==> src/rtl/fdiv_unit_if.sv <==
// Start/done port bundle between the core's FP issue logic and the FDIV.S unit.
// Handshake: the core raises iStart with operands and iRd for one cycle while
// oBusy is low; the unit latches them only when idle, raises oBusy for the whole
// computation and reports with a single-cycle oDone (== oRegWrite) carrying
// oWriteRegister/oResult/oFlags. There is no backpressure and no queueing.
interface fdiv_unit_if;
  logic        iStart;
  logic [31:0] iOperandA;
  logic [31:0] iOperandB;
  logic [4:0]  iRd;
  logic        oBusy;
  logic        oDone;
  logic        oRegWrite;
  logic [4:0]  oWriteRegister;
  logic [31:0] oResult;
  logic [4:0]  oFlags;
  logic [2:0]  dbgState;

  modport master (
    output iStart, iOperandA, iOperandB, iRd,
    input  oBusy, oDone, oRegWrite, oWriteRegister, oResult, oFlags, dbgState
  );

  modport slave (
    input  iStart, iOperandA, iOperandB, iRd,
    output oBusy, oDone, oRegWrite, oWriteRegister, oResult, oFlags, dbgState
  );
endinterface

==> src/rtl/fdiv_unit.sv <==
// Multi-cycle IEEE-754 single-precision divider feeding the FP register file
// write port: restoring mantissa division, RNE rounding, DAZ and flush-to-zero.
module fdiv_unit #(
  parameter int          ITER      = 26,
  parameter logic [31:0] CANON_NAN = 32'h7FC00000
) (
  input logic        iCLK,
  input logic        iRST_N,
  fdiv_unit_if.slave divBus
);

  localparam logic [2:0] IDLE  = 3'd0;
  localparam logic [2:0] PREP  = 3'd1;
  localparam logic [2:0] DIV   = 3'd2;
  localparam logic [2:0] ROUND = 3'd3;
  localparam logic [2:0] DONE  = 3'd4;

  localparam int                CNT_W    = $clog2(ITER);
  localparam logic [CNT_W-1:0] LAST_CNT = CNT_W'(ITER - 1);

  logic [2:0]        state;
  logic [CNT_W-1:0]  cnt;
  logic [31:0]       opA, opB;
  logic [4:0]        rdReg;
  logic              sign;
  logic signed [9:0] expReg;
  logic [23:0]       divisor;
  logic [24:0]       rem;
  logic [25:0]       quo;
  logic              specValid;
  logic [31:0]       specRes;
  logic [4:0]        specFlags;
  logic [31:0]       resReg;
  logic [4:0]        flagsReg;
  logic              doneOut;
  logic [31:0]       resultOut;
  logic [4:0]        flagsOut;
  logic [4:0]        wrOut;

  // Operand unpack; exponent-zero encodings (zero and subnormal) count as zero.
  logic [7:0]        eA, eB;
  logic [22:0]       fA, fB;
  logic              aZero, bZero, aInf, bInf, aNan, bNan, aSnan, bSnan, qSign;
  logic signed [9:0] expPrep;

  assign eA      = opA[30:23];
  assign eB      = opB[30:23];
  assign fA      = opA[22:0];
  assign fB      = opB[22:0];
  assign aZero   = (eA == 8'h00);
  assign bZero   = (eB == 8'h00);
  assign aInf    = (eA == 8'hFF) && (fA == 23'd0);
  assign bInf    = (eB == 8'hFF) && (fB == 23'd0);
  assign aNan    = (eA == 8'hFF) && (fA != 23'd0);
  assign bNan    = (eB == 8'hFF) && (fB != 23'd0);
  assign aSnan   = aNan && !fA[22];
  assign bSnan   = bNan && !fB[22];
  assign qSign   = opA[31] ^ opB[31];
  assign expPrep = $signed({2'b00, eA}) - $signed({2'b00, eB}) + 10'sd127;

  logic        specHit;
  logic [31:0] specVal;
  logic [4:0]  specFl;

  always_comb begin
    specHit = 1'b1;
    specVal = CANON_NAN;
    specFl  = 5'b00000;
    if (aNan || bNan) begin
      specFl = {aSnan || bSnan, 4'b0000};
    end else if ((aZero && bZero) || (aInf && bInf)) begin
      specFl = 5'b10000;
    end else if (aInf) begin
      specVal = {qSign, 8'hFF, 23'd0};
    end else if (bZero) begin
      specVal = {qSign, 8'hFF, 23'd0};
      specFl  = 5'b01000;
    end else if (bInf || aZero) begin
      specVal = {qSign, 31'd0};
    end else begin
      specHit = 1'b0;
    end
  end

  // One restoring step; the partial remainder always stays below the divisor.
  logic        remGe;
  logic [23:0] remSub;

  assign remGe  = (rem >= {1'b0, divisor});
  assign remSub = remGe ? 24'(rem - {1'b0, divisor}) : rem[23:0];

  // Quotient layout: bit 25 integer bit, 23 fraction, guard, round.
  logic [24:0]       norm;
  logic signed [9:0] expNorm, expFinal;
  logic [22:0]       fracRnd;
  logic              guardBit, roundBit, stickyBit, roundUp, carry, inexact;
  logic [31:0]       roundRes;
  logic [4:0]        roundFl;

  always_comb begin
    norm      = quo[25] ? quo[24:0] : {quo[23:0], 1'b0};
    expNorm   = quo[25] ? expReg : expReg - 10'sd1;
    guardBit  = norm[1];
    roundBit  = norm[0];
    stickyBit = |rem;
    roundUp   = guardBit & (roundBit | stickyBit | norm[2]);
    fracRnd   = norm[24:2] + {22'd0, roundUp};
    carry     = (&norm[24:2]) & roundUp;
    expFinal  = expNorm + $signed({9'd0, carry});
    inexact   = guardBit | roundBit | stickyBit;
    roundRes  = {sign, expFinal[7:0], fracRnd};
    roundFl   = {4'b0000, inexact};
    if (specValid) begin
      roundRes = specRes;
      roundFl  = specFlags;
    end else if (expFinal >= 10'sd255) begin
      roundRes = {sign, 8'hFF, 23'd0};
      roundFl  = 5'b00101;
    end else if (expFinal <= 10'sd0) begin
      roundRes = {sign, 31'd0};
      roundFl  = 5'b00011;
    end
  end

  always_ff @(posedge iCLK or negedge iRST_N) begin
    if (!iRST_N) begin
      state     <= IDLE;
      cnt       <= '0;
      opA       <= '0;
      opB       <= '0;
      rdReg     <= '0;
      sign      <= 1'b0;
      expReg    <= '0;
      divisor   <= '0;
      rem       <= '0;
      quo       <= '0;
      specValid <= 1'b0;
      specRes   <= '0;
      specFlags <= '0;
      resReg    <= '0;
      flagsReg  <= '0;
      doneOut   <= 1'b0;
      resultOut <= '0;
      flagsOut  <= '0;
      wrOut     <= '0;
    end else begin
      doneOut <= 1'b0;
      case (state)
        IDLE: begin
          if (divBus.iStart) begin
            opA   <= divBus.iOperandA;
            opB   <= divBus.iOperandB;
            rdReg <= divBus.iRd;
            state <= PREP;
          end
        end
        PREP: begin
          sign      <= qSign;
          expReg    <= expPrep;
          divisor   <= {1'b1, fB};
          rem       <= {2'b01, fA};
          quo       <= '0;
          cnt       <= '0;
          specValid <= specHit;
          specRes   <= specVal;
          specFlags <= specFl;
          state     <= DIV;
        end
        DIV: begin
          rem <= {remSub, 1'b0};
          quo <= {quo[24:0], remGe};
          cnt <= cnt + CNT_W'(1);
          if (cnt == LAST_CNT) state <= ROUND;
        end
        ROUND: begin
          resReg   <= roundRes;
          flagsReg <= roundFl;
          state    <= DONE;
        end
        DONE: begin
          // The writeback triple is published on the exit edge of DONE.
          doneOut   <= 1'b1;
          resultOut <= resReg;
          flagsOut  <= flagsReg;
          wrOut     <= rdReg;
          state     <= IDLE;
        end
        default: state <= IDLE;
      endcase
    end
  end

  assign divBus.oBusy          = (state == PREP) || (state == DIV) || (state == ROUND);
  assign divBus.oDone          = doneOut;
  assign divBus.oRegWrite      = doneOut;
  assign divBus.oWriteRegister = wrOut;
  assign divBus.oResult        = resultOut;
  assign divBus.oFlags         = flagsOut;
  assign divBus.dbgState       = state;

endmodule

==> src/flat_wrapper.sv <==
// flat-port wrapper written by rule: the top's interface ports become plain ports
module fdiv_unit_flat 
#(
  parameter int          ITER      = 26,
  parameter logic [31:0] CANON_NAN = 32'h7FC00000
)
  (iCLK, iRST_N, divBus_iStart, divBus_iOperandA, divBus_iOperandB, divBus_iRd, divBus_oBusy, divBus_oDone, divBus_oRegWrite, divBus_oWriteRegister, divBus_oResult, divBus_oFlags, divBus_dbgState);
  fdiv_unit_if divBus_i ();
  input logic iCLK;
  input logic iRST_N;
  input wire logic [$bits(divBus_i.iStart)-1:0] divBus_iStart;
  input wire logic [$bits(divBus_i.iOperandA)-1:0] divBus_iOperandA;
  input wire logic [$bits(divBus_i.iOperandB)-1:0] divBus_iOperandB;
  input wire logic [$bits(divBus_i.iRd)-1:0] divBus_iRd;
  output wire logic [$bits(divBus_i.oBusy)-1:0] divBus_oBusy;
  output wire logic [$bits(divBus_i.oDone)-1:0] divBus_oDone;
  output wire logic [$bits(divBus_i.oRegWrite)-1:0] divBus_oRegWrite;
  output wire logic [$bits(divBus_i.oWriteRegister)-1:0] divBus_oWriteRegister;
  output wire logic [$bits(divBus_i.oResult)-1:0] divBus_oResult;
  output wire logic [$bits(divBus_i.oFlags)-1:0] divBus_oFlags;
  output wire logic [$bits(divBus_i.dbgState)-1:0] divBus_dbgState;
  assign divBus_i.iStart = divBus_iStart;
  assign divBus_i.iOperandA = divBus_iOperandA;
  assign divBus_i.iOperandB = divBus_iOperandB;
  assign divBus_i.iRd = divBus_iRd;
  assign divBus_oBusy = divBus_i.oBusy;
  assign divBus_oDone = divBus_i.oDone;
  assign divBus_oRegWrite = divBus_i.oRegWrite;
  assign divBus_oWriteRegister = divBus_i.oWriteRegister;
  assign divBus_oResult = divBus_i.oResult;
  assign divBus_oFlags = divBus_i.oFlags;
  assign divBus_dbgState = divBus_i.dbgState;
  fdiv_unit #(.ITER(ITER), .CANON_NAN(CANON_NAN)) u_core (.iCLK(iCLK), .iRST_N(iRST_N), .divBus(divBus_i));
endmodule
==> config.mk <==
export PLATFORM = sky130hd
export DESIGN_NAME = fdiv_unit_flat
export DESIGN_NICKNAME = d
export VERILOG_FILES = /design/src/rtl/fdiv_unit_if.sv /design/src/rtl/fdiv_unit.sv /design/src/flat_wrapper.sv
export SDC_FILE = /design/constraint.sdc
export NUM_CORES = 1
export LEC_CHECK = 0
export CAP_MARGIN = 10
export CORE_AREA = 2 2 160 162
export DETAILED_ROUTE_END_ITERATION = 10
export DIE_AREA = 0 0 162 164
export PLACE_DENSITY = 0.79
export SYNTH_ARGS = -nofsm -noshare
export SYNTH_HDL_FRONTEND = slang
export SYNTH_SLANG_ARGS = --single-unit
==> constraint.sdc <==
create_clock -name iCLK -period 4.3 [get_ports iCLK]
set_input_delay 0.43 -clock iCLK [delete_from_list [all_inputs] [get_ports iCLK]]
set_output_delay 0.43 -clock iCLK [all_outputs]
set_load 0.01 [all_outputs]
# After elaboration in Yosys (flattened, before gate mapping)

Index checks and enable logic that the tools add are counted.

Mux-type cells: 30
Bitwise logic cells: 7
Reduce and logical (&&, ||, !) cells: 28
Equal/unequal tests: 9
$add $sub $neg: 7
Order comparisons: 3

Operators by type and width:

| kind                                                             | count |
|---|---|
| 2-to-1 mux 32 bit                                                | 6 |
| 2-to-1 mux 31 bit                                                | 2 |
| one-hot mux 26 bit (2 select lines)                              | 1 |
| one-hot mux 25 bit (2 select lines)                              | 1 |
| zero test 23 bit                                                 | 2 |
| nonzero test 23 bit                                              | 2 |
| >= comparator 25 x 24 -> 1 bit                                   | 1 |
| 2-to-1 mux 25 bit                                                | 1 |
| 2-to-1 mux 5 bit                                                 | 5 |
| OR reduction 25 bit                                              | 1 |
| 2-to-1 mux 24 bit                                                | 1 |
| subtractor 24 bit                                                | 1 |
| adder 23 x 1 -> 23 bit                                           | 1 |
| AND reduction 23 bit                                             | 1 |
| == test 8 bit (second input constant)                            | 2 |
| zero test 8 bit                                                  | 2 |
| one-hot mux 3 bit (4 select lines)                               | 1 |
| adder 10 x 2 -> 10 bit                                           | 1 |
| adder 10 x 8 -> 10 bit (second input constant)                   | 1 |
| >= comparator 10 x 9 -> 1 bit (second input constant)            | 1 |
| less-or-equal comparator 10 x 1 -> 1 bit (second input constant) | 1 |
| 2-to-1 mux 10 bit                                                | 1 |
| one-hot mux 5 bit (2 select lines)                               | 1 |
| subtractor 10 x 2 -> 10 bit (second input constant)              | 1 |
| 21 further kinds                                                 | 46 |

Flip-flop bits (word level): 281
Output and inout port bits: 48

# Logic depth before layout (Yosys ltp)

Gate-level depths: netlist (run 1).

Depth in word-level cells: 10
Mapped depth: 19

# Least setup slack after synthesis (run 1)

No wires, ideal clock.

Kind: register -> register
Start point: register u_core.quo[25]
End point: register u_core.resReg[0]
Path slack: 0.186 ns
Path buffers: 3
Arrival time: 3.993 ns
Cell stages (with the launch flop): 18
Required time: 4.179 ns
Library setup time: 0.121 ns
Cells stage by stage: dfrtp_1 > clkbuf_1 > buf_1 > mux2i_1 > nand3b_1 > or3_1 > nor4_1 > and2_1 > ha_1 > nor3b_1 > a211oi_1 > a211oi_1 > nand4_1 > or3_1 > o21bai_4 > nor2_1 > buf_2 > a22o_1

Longest elaborated chain between the ends: 10
Elaborated cells on any way between the ends: 14

Ends and longest elaborated chain:

| what                                     | line             | source |
|---|---|---|
| from (decl)                              | fdiv_unit.sv:29  | `logic [25:0] quo;` |
| from (signal assigned)                   | fdiv_unit.sv:171 | `quo <= {quo[24:0], remGe};` |
| 2-to-1 mux 25 bit                        | fdiv_unit.sv:101 | `norm = quo[25] ? quo[24:0] : {quo[23:0], 1'b0};` |
| bitwise OR 1 bit (2 in series)           | fdiv_unit.sv:106 | `roundUp = guardBit & (roundBit \| stickyBit \| norm[2]);` |
| AND 1 bit                                | fdiv_unit.sv:106 |  |
| AND 1 bit                                | fdiv_unit.sv:108 | `carry = (&norm[24:2]) & roundUp;` |
| adder 10 x 2 -> 10 bit                   | fdiv_unit.sv:109 | `expFinal = expNorm + $signed({9'd0, carry});` |
| less-or-equal comparator 10 x 1 -> 1 bit | fdiv_unit.sv:119 | `end else if (expFinal <= 10'sd0) begin` |
| 2-to-1 mux 31 bit                        | fdiv_unit.sv:119 |  |
| 2-to-1 mux 31 bit (*)                    | fdiv_unit.sv:116 | `end else if (expFinal >= 10'sd255) begin` |
| 2-to-1 mux 32 bit (*)                    | fdiv_unit.sv:113 | `if (specValid) begin` |
| to (signal assigned)                     | fdiv_unit.sv:176 | `resReg <= roundRes;` |
| to (decl)                                | fdiv_unit.sv:33  | `logic [31:0] resReg;` |

Every way passes the cells marked *; elsewhere a longest branch is shown, timed or not.
A chain may end at the register's enable or synchronous reset.

# Worst setup path after layout (run 1)

Start point: register u_core.quo[25]
End point: register u_core.resReg[12]

The elaborated chain is that of the path after synthesis.

==> reports/metrics.csv, run 1 <==
stage;metric;value;unit
route;Detailed Route Iter0 Violations;671;
setup_path;slowest CP cell;or3_4;
timing;clock skew;0.00816;ns
clock_tree;TritonCTS Buffers;27;
synth;post-synthesis cell type count;68;
timing;Period minus WS final;4.10;ns
clock_tree;CTS tree;built;
global_routing;grt total ovfl;0;
placement;I/O Buffers;119;
route;DRC;0;
power;Leak;6.75;nW
synth;Post-synth EDFFs;0;
synth;Main synth FF type;dfrtp_1;
power;switching share of total power;39.9;%
power;Int Pwr;7.39;mW
synth;async set-reset flop share out of synthesis;100;%
die;Core Area;0.0248;sq mm
timing;Slew @ Worst Pin;1.10;ns
timing;Final Hold Fails;0;
timing;FMAX;0.244;GHz
finish;layout cells sized above 1;15.2;%
global_routing;vias in the first global route;9744;
setup_path;CP max FO;21;
finish;area delta synth->final;20.0;%
die;Initial Utilization;52.3;%
synth;register bit total from synthesis;249;
route;Final ANT Viol Nets;0;
power;pwr/cell area;790;mW/mm^2
synth;Synth Net Count;1379;
setup_path;R2R Setup Slk;0.20;ns
route;final wirelength;29600;um
finish;fillers;2000;
synth;Synth Cell Area;0.0130;sq mm
power;VDD IR max;460;uV
clock_tree;Clock Pin Slew Worst Setup and Hold Paths;0.06;ns
finish;Post-Layout Cell Count;1713;
clock_tree;Max clock buf depth;3;
power;Net Sw Power;4.90;mW
setup_path;Worst setup SP type;register;
finish;# diodes;0;
placement;placed cell areas;0.0145;sq mm
timing;setup tns final;0;ns
power;share of power burned in registers;32.7;%
global_routing;antenna violations before repair;0;
die;IO Count;120;
clock_tree;CTS root buf;clkbuf_16;
synth;synthesized area per cell;10.3;sq um
timing;Setup-failing EPs final;0;
route;DRT Pass-1 Iters;5;
die;Die H;164;um
route;drt via density;5.74;
min_path;Hold Crit Class;in -> async;
timing;hold_ws;0.454;ns
die;Die W;162;um
timing;Final Cycle Share;95.4;%
setup_path;critical path, cell by cell;buf_4 > mux2i_1 > nand3b_1 > or3_1 > nor4_2 > and2_1 > ha_1 > nand2_1 > a21oi_4 > o22ai_1 > nor2_1 > xnor2_1 > or3_4 > o21bai_4 > nor2_1 > buf_6 > a32o_1;
synth;Cells after Synth;1265;
synth;total number of yosys warnings;0;
die;die footprint;0.0266;sq mm
setup_path;Top cell by count, worst path;nor2_1;
global_routing;first-pass GRT wire length;49100;um
setup_path;CP arrival;4.52;ns
placement;RePlAce Congestion;0.889;
clock_tree;Clk Latency, worst-skew pair;0.53;ns
setup_path;crit end category;register;
global_routing;Global Route Usage Sum;22.5;%
route;WL per Instance;17.3;um
timing;fin. max-slew vios;0;
synth;sequential fraction of the synthesis area;48.0;%
finish;number of nets in the layout;1478;
placement;Cells after DPL;1659;
die;Rows;58;
power;Comb pwr share;47.4;%
global_routing;largest net degree at the start of global routing;89;
clock_tree;H-tree depth;1;
synth;area share of the leading cell type in the synthesized netlist;48.0;%
power;clock share of power;19.9;%
placement;HPWL after DPL;20500;um
finish;Design Area, Final;0.0156;sq mm
clock_tree;Clock Sinks;249;
timing;Slew headroom;26.9;%
synth;Synth area leaders;dfrtp_1 (48%), mux2_2 (9.3%), nand2_1 (4.6%), ha_1 (3.9%), o21ai_0 (3.4%);
status;status;finished, final reports clean;
synth;cell taking the most area after synthesis;dfrtp_1;
setup_path;WS Path Type;reg -> reg;
setup_path;Worst EP required;4.72;ns
job;Max Cap Violations;0;
setup_path;CP peak stage delay;0.43;ns
route;vias;9839;
==> cell usage in the layout (no fill, tap or decap), types with 22 or more instances in the layout <==
master / instances
xnor2_1: 40
nor2_1: 52
inv_1: 53
mux2_2: 107
dfrtp_1: 245
o21ai_0: 88
buf_4: 22
nand4_1: 23
clkdlybuf4s50_1: 118
ha_1: 39
nand2_1: 160
nand3_1: 24
mux2i_1: 25
a21oi_1: 35
a22o_1: 46
clkbuf_16: 27
xor2_1: 35
==> cell families (layout without fill, tap and decap cells) <==
family / count (synthesis) / in the layout / synth area share (%)
simple gates: 362 / 362 / 13.3
xor+xnor: 76 / 76 / 5.13
fa+ha+maj: 42 / 42 / 4.17
compound gates: 276 / 276 / 14.4
mux: 132 / 132 / 11.2
flops: 249 / 249 / 48.0
buf+inv: 128 / 246 / 3.76
==> synth_stat cells (24+ instances only) <==
master,instances
clkbuf_1,61
o21ai_0,88
mux2i_1,25
a21oi_1,36
xnor2_1,41
ha_1,40
nand2_1,160
nor2_1,52
nand3_1,24
inv_1,53
xor2_1,35
a22o_1,46
mux2_2,107
dfrtp_1,249
==> registers in the layout, indices dropped and copies added, names as in the netlist <==
| register | count |
|---|---|
| u_core.divBus.oResult | 32 |
| u_core.opA | 32 |
| u_core.opB | 32 |
| u_core.resReg | 32 |
| u_core.quo | 26 |
| u_core.rem | 25 |
| u_core.divisor | 24 |
| u_core.expReg | 10 |
| u_core.cnt | 5 |
| u_core.divBus.oFlags | 5 |
| u_core.divBus.oWriteRegister | 5 |
| u_core.flagsReg | 5 |
| u_core.rdReg | 5 |
| u_core.divBus.dbgState | 3 |
| u_core.specRes | 3 |
| u_core.specFlags | 2 |
| u_core.divBus.oDone | 1 |
| u_core.sign | 1 |
| u_core.specValid | 1 |
==> stage by stage <==
stage | total power [mW] | setup slack (ns) | util, %
2_1_floorplan | 8.12 | 0.186 | -
3_3_place_gp | 9.53 | 0.0416 | 58.4
3_5_place_dp | 9.73 | -0.129 | 58.4
4_1_cts | 12.3 | 0.0238 | 62.3
5_1_grt | 13.2 | -0.0103 | 62.7
6_report | 12.3 | 0.199 | 62.7
==> layer usage <==
metal,up-vias,GRT usage (%),routed length [um],share of wire (%)
li1,4718,-,-,-
met1,4812,30.2,13200,45
met2,257,39.4,14300,48
met3,52,2.60,1370,4.6
met4,0,5.35,660,2.2
met5,-,0,0,0
==> critical path, delay by kind of cell (launching register included) <==
kind	cells	cell delay, ns
and+or+nand+nor	8	1.92
AOI/OAI and AO/OA	4	0.76
DFF	1	0.42
buffers and inverters	2	0.34
adders and majority gates	1	0.25
muxes	1	0.18
xor gates and xnor gates	1	0.11
==> what timing repair did <==
item / in CTS / in global routing
buffers inserted: 1 / 4
gates resized for setup: 4 / 15
hold endpoints to repair: 85 / 0
setup endpoints to repair: 27 / 32
pin swaps: 0 / 1
hold buffers: 1 / 0
==> final timing paths <==
path	startpoint	endpoint	cells after the start
max	u_core.quo[25]$_DFFE_PN0P_	u_core.resReg[12]$_DFFE_PN0P_	17
min	iRST_N	u_core.divBus.oResult[4]$_DFFE_PN0P_	2
max reg2reg	u_core.quo[25]$_DFFE_PN0P_	u_core.resReg[12]$_DFFE_PN0P_	17
min reg2reg	u_core.divisor[23]$_DFFE_PN0P_	u_core.divisor[23]$_DFFE_PN0P_	2
max in group asynchronous	iRST_N	u_core.opA[31]$_DFFE_PN0P_	3
min in group iCLK	divBus_iOperandB[26]	u_core.opB[26]$_DFFE_PN0P_	3
==> power groups by stage <==
stage / Combinational (mW) / Sequential, mW / Clock (mW)
after floorplan: 4.36 / 3.76 / 0
after global placement: 5.53 / 4.00 / 0
after detailed placement: 5.69 / 4.04 / 0
after CTS: 5.77 / 4.00 / 2.49
after global routing: 6.49 / 4.13 / 2.59
final: 5.83 / 4.02 / 2.45
==> final cells by class <==
| cell class | instances | area (sq um) | share of cell area, % |
|---|---|---|---|
| clock buffers | 33 | 718 | 4.61 |
| well taps | 330 | 413 | 2.65 |
| repair buffers | 145 | 1420 | 9.14 |
| multi-input cells | 888 | 6360 | 40.9 |
| inverters | 53 | 199 | 1.28 |
| flip-flops and latches | 249 | 6240 | 40.1 |
| clock inverters | 15 | 219 | 1.41 |
Note: power is estimated with default switching activity, not from simulation.
==> inputs of run 2 (changes only) <==
PLACE_DENSITY = default   (was 0.79)
PLACE_DENSITY_LB_ADDON = 0.08   (was default)
==> run 2 against run 1 <==
The run now ends with negative hold slack left. Via count is 2.2% lower. Cell area is 1.1% lower. Sequential share of layout area is 0.46 points higher. Utilization is 0.71 points lower. Routed wire length is 4.7% lower. Global-route usage is 0.94 points lower. Setup slack better by 0.060 ns. Worst hold slack worse by 0.46 ns. Clock skew is 0.021 ns higher. Die area stayed put. Largest cell class unchanged.
==> reports/metrics.csv, run 2 (same netlist as run 1, synthesis figures left out) <==
stage;metric;value;unit;change
clock_tree;TritonCTS Buffers;26;;-3.7%
timing;Period minus WS final;4.04;ns;-0.0603 ns
power;VDD IR max;451;uV;-2.0%
finish;Final Util;62.0;%;-0.71 points
timing;fin. max-slew vios;0;;unchanged
timing;Slew @ Worst Pin;1.04;ns;-0.0591 ns
global_routing;Global Route Usage Sum;21.6;%;-0.94 points
route;WL per Instance;16.5;um;-4.4%
die;Core Area;0.0248;sq mm;unchanged
clock_tree;Clock Pin Slew Worst Setup and Hold Paths;0.06;ns;about the same
setup_path;WS Path Type;reg -> reg;;
global_routing;antenna violations before repair;0;;unchanged
clock_tree;CTS tree;built;;
power;pwr/cell area;771;mW/mm^2;-2.4%
global_routing;vias in the first global route;9122;;-6.4%
job;Max Cap Violations;0;;unchanged
finish;number of nets in the layout;1475;;-0.20%
placement;RePlAce Congestion;0.835;;-6.1%
setup_path;sum of buffers and inverters on the critical path;1;;-1
finish;most frequent cells in the layout;dfrtp_1 (245), nand2_1 (160), clkdlybuf4s50_1 (118);;
finish;# diodes;0;;unchanged
min_path;Hold Crit Class;in -> async;;
clock_tree;Max clock buf depth;3;;unchanged
setup_path;CP arrival;4.45;ns;-0.07 ns
timing;Slew headroom;30.6;%;+3.7 points
clock_tree;CTS root buf;clkbuf_16;;
placement;HPWL after DPL;19900;um;-3.0%
timing;Final Hold Fails;3;;+3
setup_path;Top cell by count, worst path;or3_1;;
die;Die W;162;um;unchanged
setup_path;slowest CP cell;dfrtp_2;;
setup_path;CP peak stage delay;0.43;ns;about the same
timing;hold_ws;-0.00862;ns;-0.462 ns
setup_path;Worst EP required;4.71;ns;about the same
clock_tree;Clock Sinks;249;;unchanged
route;DRC;0;;unchanged
clock_tree;hold_buf cts;0;;-1
timing;fin worst setup slack;0.259;ns;+0.0603 ns
route;vias;9623;;-2.2%
finish;layout cells sized above 1;14.4;%;-0.82 points
setup_path;CP max FO;21;;unchanged
status;failing checks;negative hold slack;;
die;die footprint;0.0266;sq mm;unchanged
die;Die H;164;um;unchanged
route;Final ANT Viol Nets;0;;unchanged
finish;area delta synth->final;18.7;%;
clock_tree;Clk Latency, worst-skew pair;0.54;ns;about the same
setup_path;Top Family by Delay on Critical Path;simple AND/OR/NAND/NOR gates;;
global_routing;first-pass GRT wire length;47000;um;-4.2%
setup_path;crit end category;register;;
die;Initial Utilization;52.3;%;unchanged
die;Rows;58;;unchanged
placement;I/O Buffers;119;;unchanged
timing;Setup-failing EPs final;0;;unchanged
timing;setup tns final;0;ns;unchanged
power;Leak;6.68;nW;-0.98%
timing;FMAX;0.247;GHz;+1.5%
clock_tree;H-tree depth;1;;unchanged
setup_path;critical path, cell by cell;nand2b_1 > nand2_1 > and3_1 > nand3b_1 > or3_1 > nor4_1 > and2_1 > ha_1 > ha_2 > nor3_1 > a21oi_1 > xor2_1 > nand4_1 > or3_1 > o21bai_4 > nor2_1 > buf_4 > a32o_1;;
die;IO Count;120;;unchanged
placement;Setup WS pre-CTS;0.0158;ns;+0.145 ns
route;drt via density;5.63;;-1.9%
timing;Final Cycle Share;94.0;%;-1.4 points
route;DRT Pass-1 Iters;5;;unchanged
global_routing;largest net degree at the start of global routing;119;;+34%
finish;Design Area, Final;0.0154;sq mm;-1.1%
timing;clock skew;0.0288;ns;+0.0207 ns
finish;commonest non-fill, non-tap cell in the layout;dfrtp_1;;
route;Detailed Route Iter0 Violations;494;;-26%
global_routing;grt total ovfl;0;;unchanged
route;final wirelength;28200;um;-4.7%
status;status;complete, but fails checks;;
setup_path;Worst setup SP type;register;;
placement;placed cell areas;0.0145;sq mm;about the same
run 2: changes by cell type in the layout (fill, tap and decap cells not counted), sizes merged:
cell,delta
buf,-1
bufinv,-4
clkbuf,+5
clkinvlp,-2
dlygate4sd3,-1
inv,-2
run 2: final cells by class:
cell class | instances | area [sq um]
clock buffer | 38 | 747
clock inverter | 7 | 63.8
fill | 2133 | 9430
inverter | 53 | 199
multi-input combinational | 888 | 6330
sequential | 249 | 6240
tap | 330 | 413
timing repair buffer | 143 | 1400
run 2: layer usage:
layer / track usage (%) / routed length (um)
met1: 32.0 / 13500
met2: 34.1 / 12900
met3: 2.50 / 1070
met4: 5.35 / 653
met5: 0 / 0
run 2: metrics by stage:
step / cells / hold WS [ns] / total power, mW
after floorplan: 1265 / 0.134 / 8.12
after global placement: 1658 / 0.434 / 9.59
after detailed placement: 1658 / 0.460 / 9.67
after CTS: 1703 / 0.0133 / 11.9
after global routing: 1708 / 0.0502 / 12.8
final: 1708 / -0.00862 / 11.9
run 2: power breakdown:
group          leakage, nW  internal, mW  switching [mW]  total [mW]
combinational         3.13          2.65            3.06        5.71
sequential            3.15          3.22           0.777        4.00
clock                0.402          1.26           0.896        2.15
run 2: what timing repair did:
| action | in CTS | in global routing |
|---|---|---|
| buffers inserted | 0 | 5 |
| pin swaps | 0 | 2 |
| endpoints found under the setup margin | 1 | 31 |
| gates resized for setup | 1 | 12 |
run 2: worst paths after layout:
kind	startpoint	endpoint	slack, ns	depth (start not counted)
hold reg to reg	u_core.flagsReg[4]$_DFFE_PN0P_	u_core.flagsReg[4]$_DFFE_PN0P_	0.47	2
hold / removal	iRST_N	u_core.divBus.oResult[8]$_DFFE_PN0P_	-0.009	1
setup reg to reg	u_core.quo[25]$_DFFE_PN0P_	u_core.resReg[12]$_DFFE_PN0P_	0.26	18
max in group asynchronous	iRST_N	u_core.divBus.oDone$_DFF_PN0_	3.33	2
min in group iCLK	divBus_iOperandB[24]	u_core.opB[24]$_DFFE_PN0P_	0.46	3
setup / recovery	u_core.quo[25]$_DFFE_PN0P_	u_core.resReg[12]$_DFFE_PN0P_	0.26	18
